## src/rtl/instr_fetch_queue_if.sv

```systemverilog
// Fetch-queue bus: ROM address/data, decoder control and head-of-queue outputs.
// The slave side is the queue itself; the master side is the ROM/decoder environment.
interface instr_fetch_queue_if #(
   parameter int D     = 12,
   parameter int W     = 9,
   parameter int DEPTH = 4
);
   localparam int CW = $clog2(DEPTH + 1);

   logic [D-1:0]  rom_addr;
   logic [W-1:0]  rom_data;
   logic          fetch_en;
   logic          consume;
   logic          redirect;
   logic [D-1:0]  redirect_target;
   logic          instr_valid;
   logic [W-1:0]  instr;
   logic [D-1:0]  instr_pc;
   logic [CW-1:0] count;

   modport slave (
      input  rom_data, fetch_en, consume, redirect, redirect_target,
      output rom_addr, instr_valid, instr, instr_pc, count
   );

   modport master (
      output rom_data, fetch_en, consume, redirect, redirect_target,
      input  rom_addr, instr_valid, instr, instr_pc, count
   );
endinterface

```

## src/rtl/instr_fetch_queue.sv

```systemverilog
// Instruction prefetch FIFO: fetches from a combinational ROM into a circular
// queue tagged with the fetch address; a taken branch flushes and reloads.
module instr_fetch_queue #(
   parameter int D     = 12,
   parameter int W     = 9,
   parameter int DEPTH = 4
) (
   input logic                 clk_i,
   input logic                 reset_i,
   instr_fetch_queue_if.slave  bus
);
   localparam int CW = $clog2(DEPTH + 1);
   localparam int PW = $clog2(DEPTH);
   localparam logic [CW-1:0] FULL_CNT = CW'(DEPTH);

   typedef struct packed {
      logic [W-1:0] code;
      logic [D-1:0] pc;
   } entry_t;

   entry_t        mem_q [DEPTH];
   logic [D-1:0]  fetch_pc_q, fetch_pc_d;
   logic [PW-1:0] wr_ptr_q, wr_ptr_d;
   logic [PW-1:0] rd_ptr_q, rd_ptr_d;
   logic [CW-1:0] count_q, count_d;
   logic          push, pop, nonempty;

   assign nonempty = (count_q != '0);
   assign pop      = bus.consume & nonempty;
   // A full queue still accepts a fetch when the head retires the same cycle.
   assign push     = bus.fetch_en & ~bus.redirect & ((count_q < FULL_CNT) | pop);

   always_comb begin
      fetch_pc_d = fetch_pc_q;
      wr_ptr_d   = wr_ptr_q;
      rd_ptr_d   = rd_ptr_q;
      count_d    = count_q;
      if (bus.redirect) begin
         fetch_pc_d = bus.redirect_target;
         wr_ptr_d   = '0;
         rd_ptr_d   = '0;
         count_d    = '0;
      end else begin
         if (push) begin
            fetch_pc_d = fetch_pc_q + 1'b1;
            wr_ptr_d   = wr_ptr_q + 1'b1;
         end
         if (pop) rd_ptr_d = rd_ptr_q + 1'b1;
         count_d = count_q + CW'(push) - CW'(pop);
      end
   end

   always_ff @(posedge clk_i or posedge reset_i) begin
      if (reset_i) begin
         fetch_pc_q <= '0;
         wr_ptr_q   <= '0;
         rd_ptr_q   <= '0;
         count_q    <= '0;
      end else begin
         fetch_pc_q <= fetch_pc_d;
         wr_ptr_q   <= wr_ptr_d;
         rd_ptr_q   <= rd_ptr_d;
         count_q    <= count_d;
      end
   end

   // Storage is deliberately unreset; the head mask below hides stale contents.
   always_ff @(posedge clk_i) begin
      if (push) mem_q[wr_ptr_q] <= {bus.rom_data, fetch_pc_q};
   end

   assign bus.rom_addr    = fetch_pc_q;
   assign bus.count       = count_q;
   assign bus.instr_valid = nonempty;
   assign bus.instr       = nonempty ? mem_q[rd_ptr_q].code : '0;
   assign bus.instr_pc    = nonempty ? mem_q[rd_ptr_q].pc   : '0;
endmodule
```

## src/flat_wrapper.sv

```systemverilog
// flat-port wrapper written by rule: the top's interface ports become plain ports
module instr_fetch_queue_flat 
#(
   parameter int D     = 12,
   parameter int W     = 9,
   parameter int DEPTH = 4
)
  (clk_i, reset_i, bus_rom_data, bus_fetch_en, bus_consume, bus_redirect, bus_redirect_target, bus_rom_addr, bus_instr_valid, bus_instr, bus_instr_pc, bus_count);
  instr_fetch_queue_if #(.D(D), .W(W), .DEPTH(DEPTH)) bus_i ();
  input logic clk_i;
  input logic reset_i;
  input wire logic [$bits(bus_i.rom_data)-1:0] bus_rom_data;
  input wire logic [$bits(bus_i.fetch_en)-1:0] bus_fetch_en;
  input wire logic [$bits(bus_i.consume)-1:0] bus_consume;
  input wire logic [$bits(bus_i.redirect)-1:0] bus_redirect;
  input wire logic [$bits(bus_i.redirect_target)-1:0] bus_redirect_target;
  output wire logic [$bits(bus_i.rom_addr)-1:0] bus_rom_addr;
  output wire logic [$bits(bus_i.instr_valid)-1:0] bus_instr_valid;
  output wire logic [$bits(bus_i.instr)-1:0] bus_instr;
  output wire logic [$bits(bus_i.instr_pc)-1:0] bus_instr_pc;
  output wire logic [$bits(bus_i.count)-1:0] bus_count;
  assign bus_i.rom_data = bus_rom_data;
  assign bus_i.fetch_en = bus_fetch_en;
  assign bus_i.consume = bus_consume;
  assign bus_i.redirect = bus_redirect;
  assign bus_i.redirect_target = bus_redirect_target;
  assign bus_rom_addr = bus_i.rom_addr;
  assign bus_instr_valid = bus_i.instr_valid;
  assign bus_instr = bus_i.instr;
  assign bus_instr_pc = bus_i.instr_pc;
  assign bus_count = bus_i.count;
  instr_fetch_queue #(.D(D), .W(W), .DEPTH(DEPTH)) u_core (.clk_i(clk_i), .reset_i(reset_i), .bus(bus_i));
endmodule
```

## config.mk

```make
export PLATFORM = sky130hd
export DESIGN_NAME = instr_fetch_queue_flat
export DESIGN_NICKNAME = d
export VERILOG_FILES = /design/src/rtl/instr_fetch_queue_if.sv /design/src/rtl/instr_fetch_queue.sv /design/src/flat_wrapper.sv
export SDC_FILE = /design/constraint.sdc
export NUM_CORES = 1
export LEC_CHECK = 0
export ABC_AREA = 1
export CORE_ASPECT_RATIO = 0.7
export CORE_UTILIZATION = 50
export DETAILED_ROUTE_END_ITERATION = 10
export PLACE_DENSITY = 0.71
export SLEW_MARGIN = 10
export SYNTH_ARGS = -nofsm -noshare
export SYNTH_HDL_FRONTEND = slang
export SYNTH_SLANG_ARGS = --single-unit
```

## constraint.sdc

```tcl
create_clock -name clk_i -period 5.28 [get_ports clk_i]
set_input_delay 0.792 -clock clk_i [delete_from_list [all_inputs] [get_ports clk_i]]
set_output_delay 0.792 -clock clk_i [all_outputs]
set_load 0.03 [all_outputs]
```

==> summary.md, run 1 <==
| Metric | Value |
|---|---|
| EDFF count, synth | 84 |
| Final setup fails | 0 |
| Initial Utilization | 0.5239 |
| Die height | 81.35 um |
| Net Sw Frac | 0.3730 |
| Clock skew | 0.01225 ns |
| CTS Buf Count | 9 |
| DR WL/cell | between 15 and 20 um |
| Full die area | 9383 um2 |
| Slew @ Worst Pin | 1.200 ns |
| Peak VDD IR | 0.2678 mV |
| Ys flop type | edfxtp_1 |
| Cell Area, Synth | 4497 um2 |
| Ports | 63 |
| Rows | 28 |
| NumNets Final | 513 |
| Comb power frac | 0.365 |
| Vias in the first global route | 3042 |
| Vias per cell | 5.207 |
| Part of the power in registers | 0.393 |
| Core outline area | around 8600 um2 |
| Root buffer cell | clkbuf_16 |
| Critical Path Max Stage Delay | between 0.9 and 1 ns |
| Layout cells sized above 1 | 0.05372 |
| Synth top cells by count | nor2_1 (104), edfxtp_1 (84), nand2_1 (45) |
| Final Hold Fails | 0 |
| Minimum clock period | approximately 4 ns |
| Port Buffers | 62 |
| Slew Viols, Final | 0 |
| # DRC | 0 |
| Fmax achieved | 0.2556 GHz |
| Max Cap Violations | 0 |
| Number of diodes | 0 |
| Async set-reset flop share out of synthesis | 0.1845 |
| Internal power | 0.001670 W |
| Outcome | completed |
| Netlist cell types | 28 |
| Final core occ | 0.6389 |
| Die X | roughly 120 um |
| Yosys Warn Count | 0 |
| Syn Nets | about 460 |
| Worst setup SP type | flip-flop |
| H-tree depth | 3 |
| Power, Total | 0.002664 W |
| Sequential area share after synthesis | 0.6667 |
| Buffer count from post-CTS setup fixing | 0 |
| Routability cong. | 0.7814 |
| Tot GR Track Use | 0.2253 |
| Mean Syn Cell Area | about 11 um2 |
| RSZ-0062 raised after global routing | false |
| Sw power | 0.0009935 W |
| Reg clk slew, reported paths | ~0.07 ns |
| WP data arrival | ~3.1 ns |
| Post-DP HPWL | 6113 um |
| Detailed router's first-iteration violation count | 251 |
| Placed cells | 588 |
| First-pass GRT wire length | about 16000 um |
| Top cell type's share of synthesized area | 0.5609 |
| Antenna violations before repair | 0 |
| Crit. End Element | output port |
| Slew headroom | 0.1993 |
| Synth Instances | 422 |
| Routed WL | 9519 um |
| Synthesis-stage register bit count | around 100 |
| Synth area leader | edfxtp_1 |
| GR Overflow Total | 0 |
| Main area contributors after synthesis | edfxtp_1 (56%), dfrtp_1 (11%), nor2_1 (8.7%), o21ai_0 (4.9%), nand2_1 (3.8%) |
| Part of the power in the clock network | 0.243 |
| CTS tree | done |
| Kind of critical path | flip-flop to output port |
| Critical Path Fanout Max | 23 |
| Layout area overhead | 21.95% |
| First drt pass iteration count | 5 |
| Leak Pwr | 2.045 nW |
| Tcrit/Tclk final | 0.7410 |
| Hold buffers post-CTS | 0 |
| CP Cell Sequence | inv_1, nor2_1, o21ai_0, a21oi_1, clkdlybuf4s50_1 |
| Final TNS setup | 0 ns |
| Maximum root-to-sink buffer count | 2 |
| Clk_lat worst skew | 0.34 ns |
| Most frequent cell after synthesis | nor2_1 |
| Layout Cells excl Fill | 604 |
| CTS resizes | 0 |
| Power per Cell Area | 485.7 nW/um2 |
| Tightest Hold Check Type | flip-flop to flip-flop |
| Crit path max-delay cell type | dfrtp_1 |
| Clock sinks | 103 |
| Largest net degree at the start of global routing | 45 |
| CP Data Required Time | 4.49 ns |
| Final ANT Viol Nets | 0 |
| Number of fill cells in the layout | 682 |
| Vias | 3145 |
[cells in the final DEF, fill, tap and decap left out, types with 5 or more instances in the layout]
| cell type | netlist | final |
|---|---|---|
| clkbuf_16 | 0 | 10 |
| dfrtp_1 | 19 | 19 |
| clkdlybuf4s50_1 | 0 | 62 |
| edfxtp_1 | 84 | 84 |
| nand2_1 | 45 | 45 |
| o21ai_1 | 7 | 7 |
| nor2_2 | 1 | 5 |
| o21ai_0 | 44 | 44 |
| nand3_1 | 25 | 25 |
| inv_1 | 29 | 29 |
| a21oi_1 | 23 | 23 |
| nor2_1 | 104 | 100 |
| ha_1 | 7 | 7 |
[worst max-delay path, delay by kind of cell, from the launching register on]
kind | cells | cell delay, ns
DFF | 1 | 0.91
AOI/OAI and AO/OA | 2 | 0.27
buffers and inverters | 2 | 1.31
and+or+nand+nor | 1 | 0.27
[through the flow]
step | instance area, um2 | hold slack (ns) | setup WS, ns
2_1_floorplan | 4497 | 0.5796 | 2.769
3_3_place_gp | 5191 | 0.6048 | 1.787
3_5_place_dp | 5191 | 0.6441 | 1.668
4_1_cts | 5484 | 0.6545 | 1.346
6_report | 5484 | 0.6510 | 1.368
5_1_grt | 5484 | 0.6939 | 1.035
[power by group through the flow]
stage	clock, W	combinational, W	sequential [W]
after floorplan	0	0.000593	0.00106
after CTS	0.000654	0.000980	0.00105
after detailed placement	0	0.000977	0.00106
final	0.000647	0.000971	0.00105
after global routing	0.000688	0.00105	0.00106
after global placement	0	0.000966	0.00106
[cell families (layout without fill, tap and decap cells)]
kind of cell | after synthesis | count (layout) | share of synthesized area
AO/OA/AOI/OAI | 80 | 80 | 0.09432
XOR/XNOR | 2 | 2 | 0.003896
adder cells (fa/ha/maj) | 8 | 8 | 0.02393
buffers and inverters | 49 | 111 | 0.04841
flip-flops | 103 | 103 | 0.6667
AND/OR/NAND/NOR | 180 | 180 | 0.1628
[final timing paths]
path / startpoint / end / slack [ns] / depth (start not counted)
setup / recovery: u_core.rd_ptr_q[1] / bus_instr_pc[7] / 1.37 / 5
max in group asynchronous: reset_i / u_core.bus.rom_addr[8] / 3.93 / 2
hold / removal: u_core.wr_ptr_q[0] / u_core.wr_ptr_q[0] / 0.65 / 3
min in group asynchronous: reset_i / u_core.bus.rom_addr[4] / 0.88 / 2
hold reg to reg: u_core.wr_ptr_q[0] / u_core.wr_ptr_q[0] / 0.65 / 3
setup reg to reg: u_core.bus.count[2] / u_core.mem_q[2][5] / 2.78 / 5
[per-layer routing]
metal | vias to the layer above | part of all wire | global-route usage
met5 | - | 0 | 0
met4 | 0 | 0.011 | 0.05584
met1 | 1491 | 0.48 | 0.3251
met3 | 10 | 0.053 | 0.05000
met2 | 101 | 0.45 | 0.3479
li1 | 1543 | - | -
[final cells by class]
class / count / area (um2) / share of cell area
sequential: 103 / 2998 / 0.5467
multi-input combinational: 270 / 1291 / 0.2355
timing repair buffer: 64 / 635.6 / 0.1159
clock buffer: 12 / 257.7 / 0.04700
tap: 120 / 150.1 / 0.02738
inverter: 31 / 116.4 / 0.02122
clock inverter: 4 / 35.03 / 0.006388
[state kept, by name, indices dropped and copies added (netlist names)]
| name | cells |
|---|---|
| u_core.mem_q | 84 |
| u_core.bus.rom_addr | 12 |
| u_core.bus.count | 3 |
| u_core.rd_ptr_q | 2 |
| u_core.wr_ptr_q | 2 |
No activity file was read; power rests on OpenSTA's default activity.
==> run 2, diff against run 1 <==
==> constraint.sdc (replaced) <==
create_clock -name clk_i -period 4 [get_ports clk_i]
set_input_delay 0.6 -clock clk_i [delete_from_list [all_inputs] [get_ports clk_i]]
set_output_delay 0.6 -clock clk_i [all_outputs]
set_load 0.03 [all_outputs]
==> summary.md, run 2 (synthesis gave the netlist of run 1 again) <==
| Metric | Value |
|---|---|
| Die X | 115.4 um (unchanged) |
| DP Area | 5229 um2 (was 5191 um2) |
| Final TNS setup | 0 ns (unchanged) |
| RSZ-0062 raised after global routing | false (unchanged) |
| WP data arrival | 2.78 ns (was 3.12 ns) |
| Critical R2R Capture | u_core.bus.count[2] (was u_core.mem_q[2][5]) |
| Max reg flops | 84 (unchanged) |
| Kind of critical path | flip-flop to output port (unchanged) |
| Antenna violations before repair | 0 (unchanged) |
| Slew Viols, Final | 0 (unchanged) |
| Worst setup SP type | flip-flop (unchanged) |
| Worst reg2reg startpoint | u_core.bus.count[1] (was u_core.bus.count[2]) |
| Layout area overhead | 22.62% (was 21.95%) |
| Power, Total | 0.003511 W (was 0.002664 W) |
| Ports | 63 (unchanged) |
| Outcome | completed (unchanged) |
| Power per Cell Area | 636.8 nW/um2 (was 485.7 nW/um2) |
| Buffer count from post-CTS setup fixing | 0 (unchanged) |
| Critical path destination | bus_instr[8] (was bus_instr_pc[7]) |
| Reg with most FFs | u_core.mem_q (unchanged) |
| Die height | 81.35 um (unchanged) |
| Reg2Reg Depth | 11 (was 5) |
| Most common cell after layout, fill and taps aside | nor2_1 (unchanged) |
| Minimum clock period | 3.381 ns |
| Flop2flop setup slack | 1.87 ns (was 2.78 ns) |
| CP Cell Sequence | inv_2, o21ai_0, a21oi_1, clkdlybuf4s50_1 (was inv_1, nor2_1, o21ai_0, a21oi_1, clkdlybuf4s50_1) |
| Met3 Use GR | 0.04478 (was 0.05000) |
| GR Overflow Total | 0 (unchanged) |
| First drt pass iteration count | 5 (unchanged) |
| Post-DP HPWL | 5892 um (was 6113 um) |
| Crit path max-delay cell type | clkdlybuf4s50_1 (was dfrtp_1) |
| Number of diodes | 0 (unchanged) |
| Final Hold Fails | 0 (unchanged) |
| Core outline area | 8583 um2 (unchanged) |
| Maximum root-to-sink buffer count | 2 (unchanged) |
| Vias per cell | 5.215 (was 5.207) |
| Port Buffers | 62 (unchanged) |
| Clk_lat worst skew | 0.34 ns (about the same) |
| Initial Utilization | 0.5239 (unchanged) |
| Final ANT Viol Nets | 0 (unchanged) |
| H-tree depth | 3 (unchanged) |
| Critical Path Source | u_core.rd_ptr_q[0] (was u_core.rd_ptr_q[1]) |
| Place WS | 0.9903 ns (was 1.668 ns) |
| Crit. End Element | output port (unchanged) |
| Busiest layer in global routing | met2 (unchanged) |
| CTS Buf Count | 9 (unchanged) |
| Layout cells sized above 1 | 0.06148 (was 0.05372) |
| Reg clk slew, reported paths | 0.07 ns (about the same) |
| Hold buffers post-CTS | 0 (unchanged) |
| Tot GR Track Use | 0.2222 (was 0.2253) |
| CP Data Required Time | 3.40 ns (was 4.49 ns) |
| Hold Slack | 0.6495 ns (was 0.6510 ns) |
| Routability cong. | 0.7946 (was 0.7814) |
| Detailed router's first-iteration violation count | 226 (was 251) |
| Largest net degree at the start of global routing | 45 (unchanged) |
| Slew headroom | 0.4400 (was 0.1993) |
| Routed WL | 9417 um (was 9519 um) |
| Met2 GRT Util | 0.3455 (was 0.3479) |
| Fmax achieved | about 0.30 GHz |
| Root buffer cell | clkbuf_16 (unchanged) |
| CTS resizes | 0 (unchanged) |
| Leak Pwr | 2.067 nW (was 2.045 nW) |
| Tightest Hold Check Type | flip-flop to flip-flop (unchanged) |
| Clock sinks | 103 (unchanged) |
| Critical Path Max Stage Delay | 0.70 ns (was 0.91 ns) |
| Post-route setup slack | 0.6191 ns (was 1.368 ns) |
| DR WL/cell | 15.49 um (was 15.76 um) |
| Vias in the first global route | 2973 (was 3042) |
| Tcrit/Tclk final | 0.8452 |
| # DRC | 0 (unchanged) |
| Clock skew | 0.006765 ns (was 0.01225 ns) |
| Rows | 28 (unchanged) |
| Full die area | 9383 um2 (unchanged) |
| CTS tree | done (unchanged) |
| Design area | 5514 um2 (was 5484 um2) |
| Max Cap Violations | 0 (unchanged) |
| First-pass GRT wire length | 15150 um (was 15670 um) |
| NumNets Final | 518 (was 513) |
| Critical Path Fanout Max | 44 (was 23) |
| Final setup fails | 0 (unchanged) |
| Peak VDD IR | 0.3842 mV (was 0.2678 mV) |
| Global routing usage on met1 | 0.3092 (was 0.3251) |
| Slew @ Worst Pin | 0.8400 ns (was 1.200 ns) |
| Vias | 3171 (was 3145) |
| Commonest non-fill, non-tap cells in the layout | nor2_1 (100), edfxtp_1 (84), clkdlybuf4s50_1 (62), nand2_1 (45), o21ai_0 (44) (unchanged) |
## run 2: stage by stage
stage / util / cells
after CTS: 0.6424 / 608
after global placement: 0.6092 / 593
after floorplan: - / 422
after detailed placement: 0.6092 / 593
after global routing: 0.6424 / 608
final: 0.6424 / 608
## run 2: where the power goes
| part | leakage (nW) | switching, W | total, W | internal (W) |
|---|---|---|---|---|
| clock network | 0.141 | 0.000364 | 0.000846 | 0.000483 |
| registers | 1.00 | 0.000117 | 0.00138 | 0.00126 |
| logic | 0.924 | 0.000807 | 0.00129 | 0.000482 |
## run 2: final cells by class
cell class	instances	area (um2)
Fill cell	677	3069
Multi-Input combinational cell	270	1291
Clock inverter	5	56.30
Inverter	31	116.4
Clock buffer	10	229.0
Tap cell	120	150.1
Sequential cell	103	2998
Timing Repair Buffer	69	673.1
## run 2: routing by layer
layer,routed length (um),part of all wire
met1,4502,0.48
met5,0,0
met2,4215,0.45
met4,166,0.018
met3,532,0.056
## run 2: how the worst min path moves through the flow
| stage | start | endpoint | slack, ns | cells past startpoint |
|---|---|---|---|---|
| finish | u_core.wr_ptr_q[1] | u_core.wr_ptr_q[1] | 0.65 | 2 |
| global route | u_core.bus.rom_addr[11] | u_core.mem_q[1][11] | 0.69 | 0 |
| CTS | u_core.wr_ptr_q[1] | u_core.wr_ptr_q[1] | 0.65 | 2 |
| detailed placement | u_core.wr_ptr_q[1] | u_core.wr_ptr_q[1] | 0.64 | 2 |
| global placement | u_core.wr_ptr_q[1] | u_core.wr_ptr_q[1] | 0.62 | 2 |
| floorplan | reset_i | u_core.bus.count[0] | 0.55 | 1 |
## run 2: critical path, delay by kind of cell, from the launching register on
family / cells / cell delay (ns)
buffers and inverters: 2 / 1.31
DFF: 1 / 0.66
AOI/OAI and AO/OA: 2 / 0.46
